### src/rtl/fpmult_pkg.sv
// Shared definitions for the FP32 multiplier arbiter: field widths, default latency, pipeline tag.
package fpmult_pkg;

    localparam int FP_SGN_W = 1;
    localparam int FP_EXP_W = 8;
    localparam int FP_MAN_W = 23;
    localparam int FP_W     = FP_SGN_W + FP_EXP_W + FP_MAN_W;

    localparam int DEF_LAT  = 4;

    // Wide enough for any practical requester count.
    localparam int TAG_ID_W = 8;

    typedef struct packed {
        logic                valid;
        logic [TAG_ID_W-1:0] id;
    } fpmult_tag_t;

endpackage

### src/rtl/fpmult_rr_arb.sv
// Request arbiter: round-robin from ptr_i+1, or fixed lowest-index priority when
// FPMULT_ARB_FIXED_PRIO_EN is defined. Produces a one-hot grant and the winner index.
module fpmult_rr_arb #(
    parameter int NREQ  = 4,
    parameter int IDX_W = (NREQ > 1) ? $clog2(NREQ) : 1
) (
    input  logic [NREQ-1:0]  req_i,
    input  logic [IDX_W-1:0] ptr_i,
    output logic [NREQ-1:0]  gnt_o,
    output logic [IDX_W-1:0] idx_o,
    output logic             any_o
);

    always_comb begin
        int cand;
        gnt_o = '0;
        idx_o = ptr_i;
        any_o = 1'b0;
        cand  = 0;
`ifdef FPMULT_ARB_FIXED_PRIO_EN
        for (int k = NREQ - 1; k >= 0; k--) begin
            if (req_i[k]) begin
                cand = k;
                any_o = 1'b1;
            end
        end
`else
        // Walk downward so the candidate closest after the pointer is kept last.
        for (int k = NREQ; k >= 1; k--) begin
            if (req_i[(int'(ptr_i) + k) % NREQ]) begin
                cand  = (int'(ptr_i) + k) % NREQ;
                any_o = 1'b1;
            end
        end
`endif
        if (any_o) begin
            gnt_o[cand] = 1'b1;
            idx_o       = IDX_W'(cand);
        end
    end

endmodule

### src/rtl/fpmult_arbiter.sv
// Shares one pipelined FP32 multiplier among NREQ requesters and routes products back
// in issue order. Define FPMULT_ARB_FIXED_PRIO_EN for fixed priority instead of round-robin.
module fpmult_arbiter
    import fpmult_pkg::*;
#(
    parameter int NREQ = 4,
    parameter int LAT  = DEF_LAT
) (
    input  logic               clk,
    input  logic               rst,
    input  logic [NREQ-1:0]    req,
    input  logic [32*NREQ-1:0] a_in,
    input  logic [32*NREQ-1:0] b_in,
    output logic [NREQ-1:0]    gnt,
    output logic               mul_start,
    output logic [31:0]        mul_a,
    output logic [31:0]        mul_b,
    input  logic [31:0]        mul_p,
    output logic [NREQ-1:0]    res_valid,
    output logic [31:0]        res_data,
    output logic               busy
);

    localparam int IDX_W = (NREQ > 1) ? $clog2(NREQ) : 1;

    logic [IDX_W-1:0] ptr_q, ptr_d;
    logic [IDX_W-1:0] grant_idx;
    logic [NREQ-1:0]  arb_gnt;
    logic             arb_any, grant_fire;
    logic [FP_W-1:0]  a_sel, b_sel;

    logic             mul_start_q;
    logic [FP_W-1:0]  mul_a_q, mul_b_q;
    logic [IDX_W-1:0] iss_id_q;

    fpmult_tag_t      tag_q [LAT];
    logic             tag_any;

    logic [NREQ-1:0]  res_valid_q, res_valid_d;
    logic [FP_W-1:0]  res_data_q;

    fpmult_rr_arb #(
        .NREQ  (NREQ),
        .IDX_W (IDX_W)
    ) u_arb (
        .req_i (req),
        .ptr_i (ptr_q),
        .gnt_o (arb_gnt),
        .idx_o (grant_idx),
        .any_o (arb_any)
    );

    assign grant_fire = arb_any & ~rst;
    assign gnt        = rst ? '0 : arb_gnt;
    assign ptr_d      = grant_fire ? grant_idx : ptr_q;
    assign a_sel      = a_in[FP_W*grant_idx +: FP_W];
    assign b_sel      = b_in[FP_W*grant_idx +: FP_W];

    // Issue stage: operands and owner id travel together with mul_start.
    always_ff @(posedge clk or posedge rst) begin
        if (rst) begin
            ptr_q       <= IDX_W'(NREQ - 1);
            mul_start_q <= 1'b0;
            mul_a_q     <= '0;
            mul_b_q     <= '0;
            iss_id_q    <= '0;
        end else begin
            ptr_q       <= ptr_d;
            mul_start_q <= grant_fire;
            iss_id_q    <= grant_idx;
            if (grant_fire) begin
                mul_a_q <= a_sel;
                mul_b_q <= b_sel;
            end
        end
    end

    // Tag pipe mirrors the multiplier: the last stage is valid exactly when mul_p is.
    for (genvar gi = 0; gi < LAT; gi++) begin : g_tag
        always_ff @(posedge clk or posedge rst) begin
            if (rst) begin
                tag_q[gi] <= '0;
            end else if (gi == 0) begin
                tag_q[gi] <= '{valid: mul_start_q, id: TAG_ID_W'(iss_id_q)};
            end else begin
                tag_q[gi] <= tag_q[(gi > 0) ? gi - 1 : 0];
            end
        end
    end

    always_comb begin
        tag_any = 1'b0;
        for (int k = 0; k < LAT; k++) begin
            tag_any = tag_any | tag_q[k].valid;
        end
    end

    always_comb begin
        res_valid_d = '0;
        for (int k = 0; k < NREQ; k++) begin
            res_valid_d[k] = tag_q[LAT-1].valid && (tag_q[LAT-1].id == TAG_ID_W'(k));
        end
    end

    always_ff @(posedge clk or posedge rst) begin
        if (rst) begin
            res_valid_q <= '0;
            res_data_q  <= '0;
        end else begin
            res_valid_q <= res_valid_d;
            if (tag_q[LAT-1].valid) begin
                res_data_q <= mul_p;
            end
        end
    end

    assign mul_start = mul_start_q;
    assign mul_a     = mul_a_q;
    assign mul_b     = mul_b_q;
    assign res_valid = res_valid_q;
    assign res_data  = res_data_q;
    assign busy      = mul_start_q | tag_any | (|res_valid_q);

endmodule

### config.mk
export PLATFORM = sky130hd
export DESIGN_NAME = fpmult_arbiter
export DESIGN_NICKNAME = d
export VERILOG_FILES = /design/src/rtl/fpmult_pkg.sv /design/src/rtl/fpmult_rr_arb.sv /design/src/rtl/fpmult_arbiter.sv
export SDC_FILE = /design/constraint.sdc
export NUM_CORES = 1
export LEC_CHECK = 0
export ABC_AREA = 0
export CORE_AREA = 2 2 155 157
export DETAILED_ROUTE_END_ITERATION = 8
export DIE_AREA = 0 0 157 159
export PLACE_DENSITY = 0.65
export REMOVE_ABC_BUFFERS = 1
export SLEW_MARGIN = 5
export SYNTH_ARGS = -nofsm -noshare
export SYNTH_HDL_FRONTEND = slang
export SYNTH_SLANG_ARGS = --single-unit
### constraint.sdc
create_clock -name clk -period 13 [get_ports clk]
set_clock_uncertainty 0.2 [all_clocks]
set_input_delay 1.3 -clock clk [delete_from_list [all_inputs] [get_ports clk]]
set_output_delay 1.3 -clock clk [all_outputs]
set_load 0.05 [all_outputs]
Word-level counts from Yosys, hierarchy flattened

Cells that the tools add are included.

Register bits after elaboration: 117
Input bits: 294
Output and inout port bits: 106
Word-level logic and storage cells: 77

Add/sub/neg operators: 4
Magnitude comparators: 6
Equality and inequality tests: 3
Shift operators: 2
Mux-type cells: 25
Bitwise gates (word level): 11
Reduce and logical (&&, ||, !) cells: 11

Operators with widths:

| kind                                                 | number |
|---|---|
| variable part select 128 x 8 -> 32 bit               | 2 |
| two-way mux 32 bit                                   | 4 |
| >= comparator 32 x 1 -> 1 bit, second input constant | 1 |
| < comparator 32 x 4 -> 1 bit, second input constant  | 1 |
| < comparator 3 x 4 -> 1 bit, second input constant   | 4 |
| two-way mux 1 bit                                    | 13 |
| binary-select mux 1 bit (select 2 bit)               | 4 |
| logical NOT 8 bit                                    | 1 |
| two-way mux 4 bit                                    | 2 |
| OR reduction 2 bit                                   | 4 |
| logical AND 1 bit                                    | 5 |
| OR 1 bit                                             | 5 |
| adder 2 x 1 -> 2 bit, second input constant          | 2 |
| adder 2 bit, second input constant                   | 2 |
| bitwise AND 1 bit, first input constant              | 4 |
| equality test 2 bit, second input constant           | 2 |
| OR reduction 4 bit                                   | 1 |
| demux 1 bit (select 2 bit)                           | 1 |
| equality test 2 x 1 -> 1 bit, second input constant  | 1 |
| two-way mux 2 bit                                    | 1 |
| bitwise AND 1 bit                                    | 1 |
| NOT 1 bit                                            | 1 |

Depth between registers and ports, before layout

Word-level depth: 16
Mapped depth: 8
Mapped depth without buffers: 7

Modules after synthesis

From an unflattened synthesis, not the netlist that was laid out.

Cell total of the unflattened synthesis: 345
Area, all modules: 5921.9 sq um

Modules (own cells, without submodules):

| module         | instances | cells each | area an instance (sq um) | seq. area each (sq um) |
|---|---|---|---|---|
| fpmult_arbiter | 1         | 319        | 5768.0                   | 2930.3 |
| fpmult_rr_arb  | 1         | 26         | 153.9                    | 0.0 |

Worst setup path before layout

OpenSTA, ideal clock, no wires.

Path type: input to output
Start: input rst
End: output gnt[0]
Data arrival time: 5.408 ns
Data required time: 11.500 ns
Path slack: 6.092 ns
Stages on the path: 6
Path buffers: 1
Path through: inv_1 -> nand2_1 -> inv_2 -> buf_2 -> nand4_1 -> nor2b_1

Longest elaborated chain between the ends: 1

Ends and longest elaborated chain:

| element           | RTL line             | text |
|---|---|---|
| from (decl)       | fpmult_arbiter.sv:10 | `input logic rst,` |
| two-way mux 4 bit | fpmult_arbiter.sv:54 | `assign gnt = rst ? '0 : arb_gnt;` |
| to (decl)         | fpmult_arbiter.sv:14 | `output logic [NREQ-1:0] gnt,` |

Every way passes these cells.

Final worst setup path

Start: input req[3]
End: output gnt[0]

Longest elaborated chain between the ends: 13
Elaborated cells on any way between the ends: 27
Those cells by class: order compare (2); mux (24); reduce/logical (1)

Ends and longest elaborated chain:

| element                                                                                             | RTL line             | text |
|---|---|---|
| from (decl)                                                                                         | fpmult_arbiter.sv:11 | `input logic [NREQ-1:0] req,` |
| binary-select mux 1 bit (select 2 bit)                                                              | fpmult_rr_arb.sv:30  | `if (req_i[(int'(ptr_i) + k) % NREQ]) begin` |
| two-way mux 1 bit (not written as such) (2 in a row)                                                | fpmult_rr_arb.sv:30  |  |
| two-way mux 32 bit (4 in a row)                                                                     | fpmult_rr_arb.sv:30  |  |
| >= comparator 32 x 1 -> 1 bit (not written as such) or < comparator 32 x 4 -> 1 bit (tied branches) | fpmult_rr_arb.sv:37  | `gnt_o[cand] = 1'b1;` |
| logical AND 1 bit (not written as such)                                                             | fpmult_rr_arb.sv:37  |  |
| two-way mux 1 bit (not written as such)                                                             | fpmult_rr_arb.sv:37  |  |
| demux 1 bit (select 2 bit)                                                                          | --                   |  |
| two-way mux 4 bit (*)                                                                               | fpmult_rr_arb.sv:36  | `if (any_o) begin` |
| two-way mux 4 bit (*)                                                                               | fpmult_arbiter.sv:54 |  |

Mark *: on every way between the ends. The rest lies on a longest branch, timed or not. The select of a mux whose other input is x is not followed.

==> flow_summary.json <==
{
  "drt-pass1-iter-count": 4,
  "cap_violations": 0,
  "power_leakage_nw": 4.65,
  "htreeDepth": 4,
  "crit_slowest_cell": "clkdlybuf4s50_1",
  "clock_sinks": 117,
  "syn2layout_area_growth_pct": 72.8,
  "critPathKind": "input port to output pin",
  "grt_first_pass_wirelength_mm": 38.5,
  "cts_buffer_depth": 2,
  "crit_path_start_kind": "input port",
  "overflow": 0,
  "drc": 0,
  "slew_viol_final": 0,
  "final_common_cell": "clkdlybuf4s50_1",
  "hpwlAfterDp_mm": 17.9,
  "numCtsBuffers": 17,
  "combPwrFrac": 0.459,
  "crit_required_ns": 11.50,
  "swShare": 0.412,
  "cpMostUsedCell": "clkdlybuf4s50_1",
  "clockRootBuffer": "clkbuf_16",
  "post_layout_nonfiller_instances": 1334,
  "ys_seq_area_frac": 0.446,
  "fillers": 2166,
  "ios": 400,
  "path_max_fanout": 66,
  "rows": 56,
  "numPortBuffers": 399,
  "avgSynthCellArea_um2": 10.4,
  "max-slew-margin-rel": 0.262,
  "drtIter0Drc": 246,
  "initial_core_util": 0.283,
  "yosysWarningCount": 0,
  "syn_inst": 634,
  "seqPwrFrac": 0.271,
  "drive_gt1_frac": 0.128,
  "power_switching_mw": 0.758,
  "first_global_vias": 6789,
  "layout_common_cells": "clkdlybuf4s50_1 (399), dfrtp_1 (115), a211oi_1 (82), nor2_1 (72)",
  "antenna_found_initial": 0,
  "tritoncts": "done",
  "synth_edf_count": 0,
  "synthArstFlopShare": 1.00,
  "dieWidth_um": 157,
  "design.die.area_um2": 25000,
  "peakVddDrop_v": 0.0000680,
  "powerDensity_nw_per_um2": 162,
  "clk_pin_slew_ns": 0.05,
  "hold_class": "flip-flop to flip-flop",
  "crit_family": "buffers and inverters",
  "core_um2": 23200,
  "clock_power_share": 0.270,
  "ys_ff_latch": 117,
  "synth-main-ff-cell": "dfrtp_1",
  "ff_latch_area_um2": 2930,
  "drtAntennaViolNets": 0,
  "grt_max_degree": 76,
  "via_per_inst": 4.84,
  "wire_per_inst_um": 19.0,
  "outcome": "finished, final reports clean",
  "nNetsFinal": 1296,
  "cpPeakStageDelay_ns": 0.81,
  "multi_input_area_um2": 3090,
  "clk_latency_ns": 0.41,
  "cts_resized": 0,
  "grt_setup_unrepaired": "false",
  "via_count": 6460,
  "fp.dieH_um": 159,
  "post_cts_buffers": 0,
  "place_congestion": 0.788,
  "diodes": 0,
  "worstMarginPinSlew_ns": 1.11,
  "timing.hold.ws_ns": 0.146,
  "tns_ns": 0,
  "ctsHoldBuffers": 0,
  "dp.cells": 1302,
  "crit_chain": "clkdlybuf4s50_1 > nor2b_2 > o21ai_4 > buf_4 > nand4_1 > nor2b_1 > clkdlybuf4s50_1",
  "p_int_mw": 1.08,
  "ys_types": 39,
  "globalRouteTotalUtil": 0.200,
  "setup_viol_count_final": 0,
  "synth_area_um2": 6570,
  "max_freq_mhz": 182,
  "period_share": 0.422,
  "hold_viol_final": 0,
  "wirelength_mm": 25.3,
  "worst-path-buf-inv": 3,
  "arrival_ns": 3.99,
  "endpoint_kind": "output pin",
  "min_period_ns": 5.49
}
==> through the flow <==
step                      utilization  power (mW)  instance area, µm²  worst slack, ns
final                           0.489        1.84               11400             7.51
after global routing            0.489        1.92               11400             7.35
after CTS                       0.489        1.86               11400             7.48
after detailed placement        0.463        1.36               10700             7.13
after global placement          0.463        1.35               10700             7.19
after floorplan                     -        1.03                6240             4.92
==> layer usage <==
layer,vias to the layer above,global-route usage,share of wire
met5,-,0,0
met4,0,0.0692,0.023
met3,39,0.0591,0.087
met2,295,0.356,0.50
met1,3067,0.227,0.39
li1,3059,-,-
==> final timing paths <==
kind | cells past startpoint | start | endpoint | slack, ns
min in group asynchronous | 2 | rst | mul_b[12] | 1.28
setup / recovery | 7 | req[3] | gnt[0] | 7.51
hold reg to reg | 0 | tag_q[19] | tag_q[10] | 0.15
max in group asynchronous | 3 | rst | mul_a[1] | 9.96
hold / removal | 0 | tag_q[19] | tag_q[10] | 0.15
setup reg to reg | 7 | ptr_q[0] | mul_b[0] | 8.37
==> power by group through the flow <==
| stage | logic [mW] | registers (mW) | clock network [mW] |
|---|---|---|---|
| 2_1_floorplan | 0.264 | 0.767 | 0 |
| 3_3_place_gp | 0.848 | 0.500 | 0 |
| 3_5_place_dp | 0.852 | 0.504 | 0 |
| 4_1_cts | 0.853 | 0.499 | 0.512 |
| 5_1_grt | 0.888 | 0.509 | 0.527 |
| 6_report | 0.844 | 0.498 | 0.498 |
==> cells in the mapped netlist, types with 3 or more instances <==
| master | count | area, µm² |
|---|---|---|
| a211oi_1 | 82 | 616 |
| inv_1 | 65 | 244 |
| nor2_1 | 73 | 274 |
| dfrtp_1 | 115 | 2880 |
| buf_2 | 11 | 55.1 |
| a31oi_1 | 63 | 394 |
| buf_8 | 5 | 75.1 |
| and3_1 | 3 | 18.8 |
| a211oi_2 | 44 | 551 |
| clkbuf_1 | 33 | 124 |
| mux2i_1 | 64 | 641 |
| buf_4 | 7 | 52.6 |
| nand2_1 | 5 | 18.8 |
| mux2_2 | 32 | 360 |
==> flip-flops by register name, summed over array words and instances (netlist names) <==
| name | count |
|---|---|
| iss_id_q | 2 |
| mul_a | 32 |
| mul_b | 32 |
| mul_start | 1 |
| ptr_q | 2 |
| res_data | 32 |
| res_valid | 4 |
| tag_q | 12 |
==> logic make-up (layout without fill, tap and decap cells) <==
group	Yosys count	in the layout	synth area share
compound gates	199	199	0.248
buf+inv	125	506	0.0884
flops	117	117	0.446
mux	97	97	0.154
simple gates	96	96	0.0630
==> cell type report <==
class	count	share of cell area
Clock buffer	17	0.0375
Clock inverter	15	0.0169
Inverter	66	0.0220
Multi-Input combinational cell	392	0.272
Sequential cell	117	0.258
Tap cell	319	0.0352
Timing Repair Buffer	408	0.358
Note: power is estimated with default switching activity, not from simulation.
